===== config.mk =====
export PLATFORM = sky130hd
export DESIGN_NAME = core_run_monitor_flat
export DESIGN_NICKNAME = d
export VERILOG_FILES = /design/src/rtl/core_run_monitor_pkg.sv /design/src/rtl/core_run_monitor_if.sv /design/src/rtl/core_run_monitor_pin_toggle_counter.sv /design/src/rtl/core_run_monitor.sv /design/src/flat_wrapper.sv
export SDC_FILE = /design/constraint.sdc
export NUM_CORES = 1
export LEC_CHECK = 0
export ABC_AREA = 0
export CAP_MARGIN = 20
export CORE_MARGIN = 2
export CORE_UTILIZATION = 45
export CTS_BUF_LIST = sky130_fd_sc_hd__clkbuf_8
export CTS_CLUSTER_SIZE = 8
export DETAILED_ROUTE_END_ITERATION = 8
export MAX_ROUTING_LAYER = met4
export PLACE_DENSITY = 0.68
export SLEW_MARGIN = 0
export SYNTH_ARGS = -nofsm -noshare
export SYNTH_HDL_FRONTEND = slang
export SYNTH_SLANG_ARGS = --single-unit

===== constraint.sdc =====
create_clock -name clk -period 2.6 [get_ports clk]
set_input_delay 0.52 -clock clk [delete_from_list [all_inputs] [get_ports clk]]
set_output_delay 0.52 -clock clk [all_outputs]
set_load 0.005 [all_outputs]

===== src/rtl/core_run_monitor_pkg.sv =====
// Shared state encodings and counter widths for the core run monitor.
package core_run_monitor_pkg;

  typedef enum logic [1:0] {
    ST_HOLD = 2'd0,
    ST_RUN  = 2'd1,
    ST_DONE = 2'd2
  } state_e;

  localparam int CYCLE_W = 32;

endpackage


===== src/rtl/core_run_monitor_if.sv =====
// Pin/status bundle between the monitored core environment and the run monitor.
interface core_run_monitor_if #(
  parameter int N_PINS = 4,
  parameter int CNT_W  = 16
);
  logic [N_PINS-1:0]       pins_i;
  logic [N_PINS-1:0]       expect_mask_i;
  logic                    core_reset_o;
  logic [1:0]              state_o;
  logic [31:0]             cycle_count_o;
  logic [N_PINS*CNT_W-1:0] toggle_count_o;
  logic                    done_o;
  logic                    pass_o;
  logic                    timeout_o;

  modport master (
    output pins_i, expect_mask_i,
    input  core_reset_o, state_o, cycle_count_o, toggle_count_o,
    input  done_o, pass_o, timeout_o
  );

  modport slave (
    input  pins_i, expect_mask_i,
    output core_reset_o, state_o, cycle_count_o, toggle_count_o,
    output done_o, pass_o, timeout_o
  );
endinterface


===== src/rtl/core_run_monitor_pin_toggle_counter.sv =====
// One monitored pin: edge detect against the previous sample and a saturating toggle count.
module pin_toggle_counter #(
  parameter int CNT_W = 16
) (
  input  logic             clk,
  input  logic             reset,
  input  logic             en_i,
  input  logic             capture_i,
  input  logic             pin_i,
  output logic [CNT_W-1:0] count_o,
  output logic [CNT_W-1:0] count_next_o
);
  logic             prev_q, prev_d;
  logic [CNT_W-1:0] count_q, count_d;

  always_comb begin
    prev_d  = prev_q;
    count_d = count_q;
    // capture sets the baseline so a pin already high on entry is not a toggle
    if (en_i || capture_i) prev_d = pin_i;
    if (en_i && (pin_i != prev_q) && (count_q != '1)) count_d = count_q + CNT_W'(1);
  end

  always_ff @(posedge clk) begin
    if (reset) begin
      prev_q  <= 1'b0;
      count_q <= '0;
    end else begin
      prev_q  <= prev_d;
      count_q <= count_d;
    end
  end

  assign count_o      = count_q;
  assign count_next_o = count_d;
endmodule


===== src/rtl/core_run_monitor.sv =====
// Run controller: sequences core reset, counts pin toggles, and latches pass or timeout.
module core_run_monitor
  import core_run_monitor_pkg::*;
#(
  parameter int N_PINS         = 4,
  parameter int RESET_CYCLES   = 4,
  parameter int TIMEOUT_CYCLES = 4000,
  parameter int MIN_TOGGLES    = 2,
  parameter int CNT_W          = 16
) (
  input  logic                 clk,
  input  logic                 reset,
  core_run_monitor_if.slave    bus
);
  state_e               state_q, state_d;
  logic [CYCLE_W-1:0]   hold_q, hold_d;
  logic [CYCLE_W-1:0]   cycle_q, cycle_d;
  logic                 core_reset_q, core_reset_d;
  logic                 done_q, done_d;
  logic                 pass_q, pass_d;
  logic                 timeout_q, timeout_d;
  logic                 run_en, capture;
  logic [N_PINS-1:0]    pin_met;
  logic [N_PINS*CNT_W-1:0] cnt_flat, cnt_next_flat;

  assign run_en = (state_q == ST_RUN);

  for (genvar g = 0; g < N_PINS; g++) begin : g_pin
    pin_toggle_counter #(.CNT_W(CNT_W)) u_cnt (
      .clk          (clk),
      .reset        (reset),
      .en_i         (run_en),
      .capture_i    (capture),
      .pin_i        (bus.pins_i[g]),
      .count_o      (cnt_flat[g*CNT_W +: CNT_W]),
      .count_next_o (cnt_next_flat[g*CNT_W +: CNT_W])
    );
    // completion looks at the counts this edge will produce, not the current ones
    assign pin_met[g] = ~bus.expect_mask_i[g] |
                        (cnt_next_flat[g*CNT_W +: CNT_W] >= CNT_W'(MIN_TOGGLES));
  end

  always_comb begin
    state_d      = state_q;
    hold_d       = hold_q;
    cycle_d      = cycle_q;
    core_reset_d = core_reset_q;
    done_d       = done_q;
    pass_d       = pass_q;
    timeout_d    = timeout_q;
    capture      = 1'b0;
    case (state_q)
      ST_RUN: begin
        cycle_d = cycle_q + CYCLE_W'(1);
        if (&pin_met) begin
          state_d = ST_DONE;
          done_d  = 1'b1;
          pass_d  = 1'b1;
        end else if (cycle_d == CYCLE_W'(TIMEOUT_CYCLES)) begin
          state_d   = ST_DONE;
          done_d    = 1'b1;
          timeout_d = 1'b1;
        end
      end
      ST_DONE: ;
      default: begin
        state_d = ST_HOLD;
        hold_d  = hold_q + CYCLE_W'(1);
        if (hold_q == CYCLE_W'(RESET_CYCLES - 1)) begin
          state_d      = ST_RUN;
          core_reset_d = 1'b0;
          capture      = 1'b1;
        end
      end
    endcase
  end

  always_ff @(posedge clk) begin
    if (reset) begin
      state_q      <= ST_HOLD;
      hold_q       <= '0;
      cycle_q      <= '0;
      core_reset_q <= 1'b1;
      done_q       <= 1'b0;
      pass_q       <= 1'b0;
      timeout_q    <= 1'b0;
    end else begin
      state_q      <= state_d;
      hold_q       <= hold_d;
      cycle_q      <= cycle_d;
      core_reset_q <= core_reset_d;
      done_q       <= done_d;
      pass_q       <= pass_d;
      timeout_q    <= timeout_d;
    end
  end

  assign bus.core_reset_o   = core_reset_q;
  assign bus.state_o        = state_q;
  assign bus.cycle_count_o  = cycle_q;
  assign bus.toggle_count_o = cnt_flat;
  assign bus.done_o         = done_q;
  assign bus.pass_o         = pass_q;
  assign bus.timeout_o      = timeout_q;
endmodule


===== src/flat_wrapper.sv =====
// flat-port wrapper written by rule: the top's interface ports become plain ports
module core_run_monitor_flat import core_run_monitor_pkg::*;
#(
  parameter int N_PINS         = 4,
  parameter int RESET_CYCLES   = 4,
  parameter int TIMEOUT_CYCLES = 4000,
  parameter int MIN_TOGGLES    = 2,
  parameter int CNT_W          = 16
)
  (clk, reset, bus_pins_i, bus_expect_mask_i, bus_core_reset_o, bus_state_o, bus_cycle_count_o, bus_toggle_count_o, bus_done_o, bus_pass_o, bus_timeout_o);
  core_run_monitor_if #(.N_PINS(N_PINS), .CNT_W(CNT_W)) bus_i ();
  input  logic clk;
  input  logic reset;
  input wire logic [$bits(bus_i.pins_i)-1:0] bus_pins_i;
  input wire logic [$bits(bus_i.expect_mask_i)-1:0] bus_expect_mask_i;
  output wire logic [$bits(bus_i.core_reset_o)-1:0] bus_core_reset_o;
  output wire logic [$bits(bus_i.state_o)-1:0] bus_state_o;
  output wire logic [$bits(bus_i.cycle_count_o)-1:0] bus_cycle_count_o;
  output wire logic [$bits(bus_i.toggle_count_o)-1:0] bus_toggle_count_o;
  output wire logic [$bits(bus_i.done_o)-1:0] bus_done_o;
  output wire logic [$bits(bus_i.pass_o)-1:0] bus_pass_o;
  output wire logic [$bits(bus_i.timeout_o)-1:0] bus_timeout_o;
  assign bus_i.pins_i = bus_pins_i;
  assign bus_i.expect_mask_i = bus_expect_mask_i;
  assign bus_core_reset_o = bus_i.core_reset_o;
  assign bus_state_o = bus_i.state_o;
  assign bus_cycle_count_o = bus_i.cycle_count_o;
  assign bus_toggle_count_o = bus_i.toggle_count_o;
  assign bus_done_o = bus_i.done_o;
  assign bus_pass_o = bus_i.pass_o;
  assign bus_timeout_o = bus_i.timeout_o;
  core_run_monitor #(.N_PINS(N_PINS), .RESET_CYCLES(RESET_CYCLES), .TIMEOUT_CYCLES(TIMEOUT_CYCLES), .MIN_TOGGLES(MIN_TOGGLES), .CNT_W(CNT_W)) u_core (.clk(clk), .reset(reset), .bus(bus_i));
endmodule

Yosys cells after proc, flatten, opt, wreduce, memory -nomap -nowiden

Cells that the tools add are included.
Widths: inputs -> output; s select.

Input bits: 10
Word-level logic and storage cells: 78
Bits in registers: 138
Output and inout port bits: 102

Reductions and logical operators: 17
Mux-type cells: 12
Bitwise operators: 11
Add/subtract/negate cells: 6
Order comparisons: 4
Equality and inequality tests: 13

Operators with widths:

| kind                  | number |
|---|---|
| $add 16x1->16 const B | 4 |
| $add 32x1->32 const B | 2 |
| $ge 16x2->1 const B   | 4 |
| $mux 16               | 4 |
| $ne 16x16->1 const B  | 4 |
| $eq 32x12->1 const B  | 1 |
| $eq 32x2->1 const B   | 1 |
| $logic_and 1x1->1     | 8 |
| $not 1->1             | 7 |
| $reduce_and 2->1      | 3 |
| $mux 1                | 5 |
| $reduce_and 5->1      | 1 |
| $mux 2                | 2 |
| $ne 1x1->1            | 4 |
| $or 1x1->1            | 4 |
| $pmux 2 s2            | 1 |
| $reduce_and 4->1      | 1 |
| $ne 3x1->1 const B    | 1 |
| $reduce_and 3->1      | 1 |
| $eq 2x1->1 const B    | 1 |
| $eq 2x2->1 const B    | 1 |
| $reduce_bool 2->1     | 1 |
| $reduce_or 2->1       | 1 |
| $logic_or 1x1->1      | 1 |

Logic depth before layout (Yosys ltp)

Depth in word-level cells: 9
Gate-level depth with buffers: 12
Depth with buffers taken out: 10

By module

Synthesis repeated with hierarchy kept, for this count alone.

Cells, all modules: 983
Area, all modules: 8,142.8 sq um

By module, submodules not included:

| module             | times used | area each (sq um) | cells an instance | seq. area each (sq um) |
|---|---|---|---|---|
| pin_toggle_counter | 4          | 1,044.8           | 126               | 340.3 |
| core_run_monitor   | 1          | 3,963.8           | 479               | 1,401.3 |

Least setup slack after synthesis

OpenSTA, ideal clock, no wires.

Path kind: reg2reg
Start point: register u_core.g_pin[1].u_cnt.count_q[1]
End point: register u_core.state_q[0] (netlist: u_core.bus.state_o[0])
Path buffers: 0
Path slack: -0.195 ns
Data required time: 2.540 ns
Data arrival time: 2.735 ns
Stages on the path, launching flop included: 10
Setup time: 0.060 ns
Clock period less this slack: 2.795 ns
Cell sequence: dfxtp_1 > ha_1 > nand2_1 > or4_1 > xnor2_1 > or4_1 > a2111o_1 > o22ai_2 > o32a_2 > a41o_1

Longest elaborated chain between the ends: 8
Elaborated cells on any way between the ends: 11
Those cells by class: 1 x add/sub; 1 x order compare; 2 x eq/ne; 3 x mux; 1 x bitwise; 3 x reduce/logical

RTL lines:

| what                                                                  | RTL line                                  | source |
|---|---|---|
| start: declaration                                                    | core_run_monitor_pin_toggle_counter.sv:14 | `logic [CNT_W-1:0] count_q, count_d;` |
| start signal: assignment                                              | core_run_monitor_pin_toggle_counter.sv:30 | `count_q <= count_d;` |
| parallel branches: the longest is 2 deep, another holds $add 16x1->16 | --                                        |  |
| $mux 16 *                                                             | core_run_monitor_pin_toggle_counter.sv:21 | `if (en_i && (pin_i != prev_q) && (count_q != '1)) count_d = count_q + CNT_W'(1);` |
| $ge 16x2->1 *                                                         | core_run_monitor.sv:40                    | `(cnt_next_flat[g*CNT_W +: CNT_W] >= CNT_W'(MIN_TOGGLES));` |
| $or 1x1->1 *                                                          | core_run_monitor.sv:39                    | `assign pin_met[g] = ~bus.expect_mask_i[g] \|` |
| $reduce_and 4->1 *                                                    | core_run_monitor.sv:55                    | `if (&pin_met) begin` |
| $mux 2 / $ne 3x1->1 (equally long branches)                           | --                                        |  |
| $pmux 2 s2 / $reduce_and 2->1 (equally long branches)                 | --                                        |  |
| end signal: assignment                                                | core_run_monitor.sv:88                    | `state_q <= state_d;` |
| end: declaration                                                      | core_run_monitor.sv:15                    | `state_e state_q, state_d;` |

Mark *: on every way between the ends.
A chain may end at the register's enable or synchronous reset.

Final worst setup path

Same ends and word-level chain as after synthesis.

==> results.py <==
metrics = {
    "run_status": {
        "status": "complete, but fails checks",
        "failed_checks": "setup timing",
    },
    "logic_synthesis": {
        "synthArstFlopShare_pct": 0,
        "synth-xor-area-share_pct": 12.66,
        "muxShareOfSynthArea_pct": 2.554,
        "ys_ff_latch": 138,
        "synth_top_family_by_area": "simple AND/OR/NAND/NOR gates",
        "syn_avg_cell_area_sq_um": 7.905,
        "synth_top_area_share_pct": 34.81,
        "synth_top_area_cell": "dfxtp_1",
        "synth_fa_ha_area_share_pct": 1.261,
        "yosys.area_share.simple_pct": 33.14,
        "synth_common_cells": "149 x nor2_1, 138 x dfxtp_1, 86 x nand2_1",
        "synth_fp_nets": 1022,
        "synth_edf_count": 0,
        "yosysMostFrequentCell": "nor2_1",
        "yosysSeqAreaShare_pct": 34.81,
        "synthCells": 1004,
        "synth-compound-area-share_pct": 11.73,
        "syn_area_sq_um": 7936,
        "synth_cell_types": 75,
        "ys_warn_count": 0,
        "yosys-top-cells-area": "dfxtp_1 35%, nor2_1 7.0%, xnor2_1 6.5%, xor2_1 5.7%, nand2_1 4.1%",
        "ys.flop_type": "dfxtp_1",
    },
    "setup_path": {
        "path_cells": "ha_4, nand2_2, or4_4, xnor2_1, or4_1, a2111o_1, o22ai_4, o32a_4, a41o_1",
        "r2r_end": "u_core.bus.state_o[0]",
        "cpMaxStageDelayCell": "or4_4",
        "cp.arrival_ns": 3.02,
        "critPathLaunchType": "flop",
        "timing.rr.start": "u_core.g_pin[1].u_cnt.count_o[1]",
        "critPathCapture": "u_core.bus.state_o[0]",
        "crit_required_ns": 3.01,
        "timing.reg2reg.worst_path_depth": 9,
        "crit_start": "u_core.g_pin[1].u_cnt.count_o[1]",
        "end_kind": "flop",
        "criticalPathCategory": "reg -> reg",
        "cp_max_fo": 3,
        "max_stage_delay_ns": 0.49,
        "reg2reg_slack_ns": -0.01,
    },
    "pwr": {
        "p_leak_nw": 4.217,
        "p_per_area_nw_per_um2": 362.2,
        "vdd_drop_max_uv": 320.5,
    },
    "floorplan": {
        "rows": 48,
        "die_x_um": 136.8,
        "die_h_um": 136.8,
        "die_area_sq_um": 18710,
        "start_util_pct": 45.88,
        "core_sq_um": 17300,
        "ios": 112,
    },
    "grt": {
        "grt_pass1_vias": 7460,
        "grtUsageTotal_pct": 25.37,
        "grt.overflow.total": 0,
        "grt_max_degree": 76,
        "grt_first_pass_wirelength_um": 36710,
        "antenna_found_initial": 0,
    },
    "placed_design": {
        "port_buffers": 111,
        "placed_area_sq_um": 10590,
        "place_congestion": 0.9255,
        "dp.final_hpwl_um": 16910,
        "placed_cells": 1475,
    },
    "clock_network": {
        "htree_levels": 4,
        "cts_tree": "yes",
        "worstSkewPairLatency_ns": 0.46,
        "numCtsBuffers": 17,
        "clock-sinks": 138,
        "clockRootBuffer": "clkbuf_8",
        "path_clk_slew_ns": 0.08,
        "cts_buffer_depth": 2,
        "hold_buffers": 0,
    },
    "cells_and_area": {
        "multiInputGateArea_sq_um": 5186,
        "diodes": 0,
        "stdcell_count": 1529,
        "seq_area_sq_um": 2799,
        "fillers": 1467,
        "drive_gt1_share_pct": 25.00,
        "final_area_sq_um": 11460,
        "fin_nets": 1310,
        "syn_to_final_growth_pct": 44.46,
    },
    "routing": {
        "firstDrtPassIters": 5,
        "avgViaCountPerCell": 5.452,
        "drc": 0,
        "vias": 8336,
        "drtIter0Drc": 634,
        "wl_per_cell_um": 15.09,
        "drt_wl_total_um": 23080,
        "ant_nets": 0,
    },
    "timing": {
        "finalHoldViolations": 0,
        "tns_ns": -0.01021,
        "max_slew_margin_pct": 69.56,
        "skew_ns": 0.01122,
        "tightest_slew_ns": 0.4524,
        "rsz0062_at_grt": "true",
        "slew_violations": 0,
        "finalCritPeriodShare_pct": 100.4,
        "final.setup.worst_slack_ns": -0.01021,
        "setup_viol_count_final": 1,
        "min_period_ns": 2.610,
        "fmax_mhz": 383.1,
    },
    "run": {
        "cap_violations": 0,
    },
    "hold_path": {
        "min-delay-path-class": "in -> reg",
    },
}
## kinds of logic after synthesis
kind of cell	after synthesis
AND/OR/NAND/NOR	513
multiplexers	20
adder cells (fa/ha/maj)	8
flip-flops	138
buffers and inverters	75
XOR/XNOR	113
AO/OA/AOI/OAI	137
## flip-flops by register name, indices dropped and copies added (netlist names)
register	count
u_core.bus.core_reset_o	1
u_core.bus.timeout_o	1
u_core.bus.pass_o	1
u_core.bus.cycle_count_o	32
u_core.hold_q	32
u_core.bus.done_o	1
u_core.g_pin.u_cnt.count_o	64
u_core.bus.state_o	2
u_core.g_pin.u_cnt.prev_q	4
## cells in the final DEF (no fill, tap or decap), types with 16 or more instances in the layout
cell type and instances:
xor2_1 51, clkbuf_8 20, and3_1 20, clkdlybuf4s50_1 108, and2_1 20, nand2_1 82, xnor2_1 58, nor4_1 16
nor3_1 36, buf_4 207, mux2i_1 18, inv_1 21, a21oi_1 34, or3_1 24, nand3_1 48, nand4_1 40
nor2_1 147, o21ai_0 35, dfxtp_1 123
## power breakdown
group | internal [mW] | switching, mW | leakage (nW) | total, mW
Sequential | 2.12 | 0.0161 | 1.12 | 2.14
Combinational | 0.106 | 0.128 | 2.90 | 0.235
Clock | 0.920 | 0.862 | 0.199 | 1.78
Total | 3.15 | 1.01 | 4.22 | 4.15
## worst max-delay path, delay by kind of cell (launching register included)
family,cells,cell delay [ns]
xor+xnor,1,0.14
flops,1,0.37
simple gates,3,0.94
fa+ha+maj,1,0.13
compound gates,4,0.97
## area by class of cell
cell class / count / share of cell area, %
Clock buffer: 20 / 2.401
Tap cell: 225 / 2.456
Inverter: 22 / 0.7421
Timing Repair Buffer: 322 / 23.70
Clock inverter: 11 / 1.048
Multi-Input combinational cell: 791 / 45.24
Sequential cell: 138 / 24.41
## per-layer routing
layer / vias up / GRT usage (%) / wire length [um]
met5: - / - / 0
met4: 0 / 6.873 / 265
met3: 20 / 3.741 / 1074
met2: 215 / 39.42 / 10590
met1: 3934 / 34.60 / 11150
li1: 4167 / - / -
## what timing repair did
| item | 4_1_cts | 5_1_grt |
|---|---|---|
| resized for setup | 41 | 33 |
| endpoints found under the setup margin | 5 | 13 |
| buffers inserted | 17 | 6 |
| pin swaps | 23 | 13 |
## worst min-delay path by stage
stage	end	from	cells after the start	slack [ns]
after floorplan	u_core.bus.core_reset_o	u_core.bus.core_reset_o	2	0.44
after global placement	u_core.bus.done_o	u_core.bus.done_o	1	0.47
after detailed placement	u_core.bus.done_o	u_core.bus.done_o	1	0.48
after CTS	u_core.hold_q[2]	reset	2	0.37
after global routing	u_core.hold_q[2]	reset	2	0.38
final	u_core.hold_q[2]	reset	2	0.39
## through the flow
step           power, mW  util, %  hold WS (ns)  setup slack (ns)
6_report           4.152    66.28        0.3913          -0.01021
5_1_grt            4.284    66.28        0.3772          -0.08033
4_1_cts            4.190    65.28        0.3712          -0.02944
3_5_place_dp       2.402    61.25        0.4759           -0.7030
2_1_floorplan      2.299        -        0.4388          -0.02886
3_3_place_gp       2.398    61.25        0.4717           -0.7244
Note: power is estimated with default switching activity, not from simulation.
